===== src/rtl/pc_stack_seq.sv =====
// Program-counter sequencer with a small hardware return-address stack.
// It keeps the current instruction address and picks the next one:
// sequential pc+1, a jump target, a subroutine call, or a return.
// The pc output drives the instruction-memory address bus directly.
module pc_stack_seq #(
  parameter int AW    = 10,
  parameter int DEPTH = 4
) (
  input  logic          clk,
  input  logic          reset,
  input  logic          stall,
  input  logic          s,
  input  logic [AW-1:0] jump_addr,
  input  logic          call,
  input  logic          ret,
  output logic [AW-1:0] pc,
  output logic [4:0]    depth,
  output logic          stack_full,
  output logic          stack_empty,
  output logic          err
);

  // Index width for the stack array; at least one bit even when DEPTH is 1.
  localparam int          IW      = (DEPTH > 1) ? $clog2(DEPTH) : 1;
  localparam logic [4:0]  DEPTH_W = 5'(DEPTH);

  logic [AW-1:0] pc_q, pc_d;
  logic [4:0]    depth_q, depth_d;
  logic          err_q, err_d;

  // Return-address storage; contents are don't-care after reset and are
  // only ever read below the current depth.
  logic [AW-1:0] stack_q [DEPTH];

  logic          push_en;
  logic [IW-1:0] push_idx;
  logic [IW-1:0] pop_idx;
  logic [4:0]    top_pos;
  logic [AW-1:0] pc_plus_one;
  logic          full_w;
  logic          empty_w;

  assign pc_plus_one = pc_q + AW'(1);
  assign full_w      = (depth_q == DEPTH_W);
  assign empty_w     = (depth_q == 5'd0);
  assign top_pos     = depth_q - 5'd1;
  assign push_idx    = depth_q[IW-1:0];
  assign pop_idx     = top_pos[IW-1:0];

  // Next-state selection: stall beats ret, ret beats call, call beats jump.
  always_comb begin
    pc_d    = pc_q;
    depth_d = depth_q;
    err_d   = err_q;
    push_en = 1'b0;
    if (!stall) begin
      if (ret) begin
        if (!empty_w) begin
          pc_d    = stack_q[pop_idx];
          depth_d = depth_q - 5'd1;
        end else begin
          pc_d  = pc_plus_one;
          err_d = 1'b1;
        end
      end else if (call) begin
        pc_d = jump_addr;
        if (!full_w) begin
          push_en = 1'b1;
          depth_d = depth_q + 5'd1;
        end else begin
          err_d = 1'b1;
        end
      end else if (s) begin
        pc_d = jump_addr;
      end else begin
        pc_d = pc_plus_one;
      end
    end
  end

  // Architectural state register with synchronous reset.
  always_ff @(posedge clk) begin
    if (reset) begin
      pc_q    <= '0;
      depth_q <= '0;
      err_q   <= 1'b0;
    end else begin
      pc_q    <= pc_d;
      depth_q <= depth_d;
      err_q   <= err_d;
    end
  end

  // Stack write port; a push during reset is suppressed so reset wins.
  always_ff @(posedge clk) begin
    if (!reset && push_en) begin
      stack_q[push_idx] <= pc_plus_one;
    end
  end

  assign pc          = pc_q;
  assign depth       = depth_q;
  assign err         = err_q;
  assign stack_full  = full_w;
  assign stack_empty = empty_w;

endmodule


===== config.mk =====
export PLATFORM = sky130hd
export DESIGN_NAME = pc_stack_seq
export DESIGN_NICKNAME = d
export VERILOG_FILES = /design/src/rtl/pc_stack_seq.sv
export SDC_FILE = /design/constraint.sdc
export NUM_CORES = 1
export LEC_CHECK = 0
export CORE_ASPECT_RATIO = 0.75
export CORE_MARGIN = 2
export CORE_UTILIZATION = 45
export DETAILED_ROUTE_END_ITERATION = 8
export GPL_ROUTABILITY_DRIVEN = 0
export GPL_TIMING_DRIVEN = 0
export PLACE_DENSITY_LB_ADDON = 0.3
export SLEW_MARGIN = 30
export SYNTH_ARGS = -nofsm -noshare
export SYNTH_HDL_FRONTEND = slang
export SYNTH_SLANG_ARGS = --single-unit

===== constraint.sdc =====
create_clock -name clk -period 2.5 [get_ports clk]
set_input_delay 0.375 -clock clk [delete_from_list [all_inputs] [get_ports clk]]
set_output_delay 0.375 -clock clk [all_outputs]
set_load 0.05 [all_outputs]

==> reports/results.txt <==
outcome = finished, final reports clean
startpoint types = flop
largest net degree at the start of global routing = 21
final instance area = 0.00339 mm²
slew margin rel. = 65.9%
max frequency = 0.422 GHz
total clock sinks = 56
Post-Synthesis Cell Area = 0.00282 mm²
clk buf depth = 2
CTS root buf = clkbuf_8
wire per inst = 18.0 µm
total CTS buffers = 5
kind of critical path = reg2out
vias = 1,830
Std-Cell Core Area = 0.00595 mm²
worst reg2reg path depth = 8
WHS = 321 ps
reg-to-reg slack, setup = 130 ps
Final Setup Violations = 0
Clock Latency Late Sink = 320 ps
CP endpoint kind = output pin
vias in the first global route = 1,785
Congestion Overflow GR = 0
P_leak = 1.13 nW
Max rail drop VDD = 0.307 mV
DP HPWL = 4250 µm
Final Hold Viols = 0
worst slew pin tran = 508 ps
synthesized area per cell = 13.4 µm²
sequential cell area = 0.00153 mm²
Die X-Extent = 95.5 µm
post-layout min period = 2370 ps
vias per inst = 5.55
Worst Hold Depth = 2
die area = 0.00693 mm²
antenna cells = 0
DP Area = 0.00327 mm²
pwr dens = 711 mW/mm²
Critical Path Fanout Max = 10
Synth top area share = 42.5%
CTS H-Tree Depth = 2
Routed Antenna Nets = 0
number of I/O pins = 34
Synth area leaders = edfxtp_1, dfxtp_1, mux4_2
worst min-delay path class = in2reg
Util after Layout = 57.0%
Top FF cell, synth = edfxtp_1
Post-synth EDFFs = 40
P&R area growth vs syn = 20.0%
gr usage total = 17.9%
Die Y = 72.6 µm
register area share after synthesis = 53.9%
layout cell share with drive strength beyond 1 = 21.8%
initial antenna violation count = 0
multi-input logic area = 0.00118 mm²
CTS clk-pin slew, worst paths = 110 ps
Max-Cap Viols = 0
global-route wire length before repair = 9170 µm
setup_tns = 0 ps
Yosys warning total = 0
FF+latch count, synth = 56
CTS tree = done
Final #Nets = 273
Fin Clk Skew = 10.1 ps
DRT iter0 DRCs = 59
Filler Cell Count = 480
Crit path required time = 2120 ps
DRT Wirelength = 5940 µm
Synth async-reset ratio = 0%
# DRC = 0
count leader, synth = edfxtp_1
area leader, netlist = edfxtp_1
Pre-antenna DRT Iters = 4
Mapped Cells = 210
commonest cells in the netlist = edfxtp_1, dfxtp_1, a221oi_1
initial core utilization = 47.5%
count of buffers from port buffering = 32
syn_nets = 232
Arrival @ worst endpoint = 2000 ps
synth unique cells = 56
FP Rows = 24
Pins Over Slew Limit = 0
period utilization = 94.9%
[placed cells by master (no fill, tap or decap), types with 3 or more instances in the layout]
cell,count
nand2_1,8
buf_4,4
mux4_2,10
ha_1,6
dfxtp_1,15
and2_4,5
nor2b_1,4
edfxtp_1,40
clkdlybuf4s50_1,30
nor2_1,10
inv_1,10
a311oi_1,3
a21oi_1,5
nand3_1,4
a211oi_1,3
a221oi_1,12
clkbuf_8,8
buf_6,4
clkbuf_4,3
xnor2_1,8
nor4_1,4
or2_2,3
[through the flow]
| step | cells | setup WS (ps) | power (mW) |
|---|---|---|---|
| after floorplan | 210 | 80.5 | 1.65 |
| after global placement | 320 | -391 | 1.87 |
| after detailed placement | 320 | -393 | 1.87 |
| after CTS | 329 | 70.6 | 2.41 |
| after global routing | 330 | -11.7 | 2.51 |
| final | 330 | 128 | 2.41 |
[registers in the layout, summed over array words and instances, names as in the netlist]
register	cells
depth	5
stack_q	40
err	1
pc	10
[repair_timing]
item	in CTS	in global routing
setup endpoints to repair	2	44
setup buffers	1	0
pin swaps	0	2
gates resized for setup	11	3
hold buffers	0	0
cloned	0	1
[critical path: stages (launching register included)]
cell	delay, ps
dfxtp_4	380
buf_2	210
buf_6	200
inv_1	90
ha_1	250
nor3b_4	170
and2_4	180
clkbuf_4	210
[power by group]
part | switching (mW) | internal, mW | leakage, nW
clock network | 0.333 | 0.213 | 0.0511
registers | 0.0401 | 1.05 | 0.498
logic | 0.442 | 0.334 | 0.581
total | 0.815 | 1.59 | 1.13
[worst paths after layout]
check,start,to
worst min register to register,err,err
worst min-delay path,reset,pc[2]
worst max-delay path,depth[0],stack_full
worst max register to register,depth[0],stack_q[1][6]
[cell type report]
type | count | share of cell area, %
flip-flops and latches | 56 | 45.0
multi-input cells | 132 | 34.9
repair buffers | 33 | 9.52
plain buffers | 12 | 3.58
well taps | 78 | 2.88
clock buffers | 5 | 2.03
inverters | 11 | 1.22
clock inverters | 3 | 0.849
[metal layers]
layer  wire (µm)  track usage (%)
met1        2810             26.7
met3         455             3.51
met4          52             5.24
met2        2620             26.8
met5           0                0
[logic make-up after synthesis]
family | Yosys count | share of synthesized area (%)
AO/OA/AOI/OAI | 44 | 12.3
XOR/XNOR | 10 | 3.10
adder cells (fa/ha/maj) | 6 | 2.66
buffers and inverters | 23 | 5.67
flip-flops | 56 | 53.9
multiplexers | 13 | 9.08
AND/OR/NAND/NOR | 58 | 13.3
Note: power is estimated with default switching activity, not from simulation.
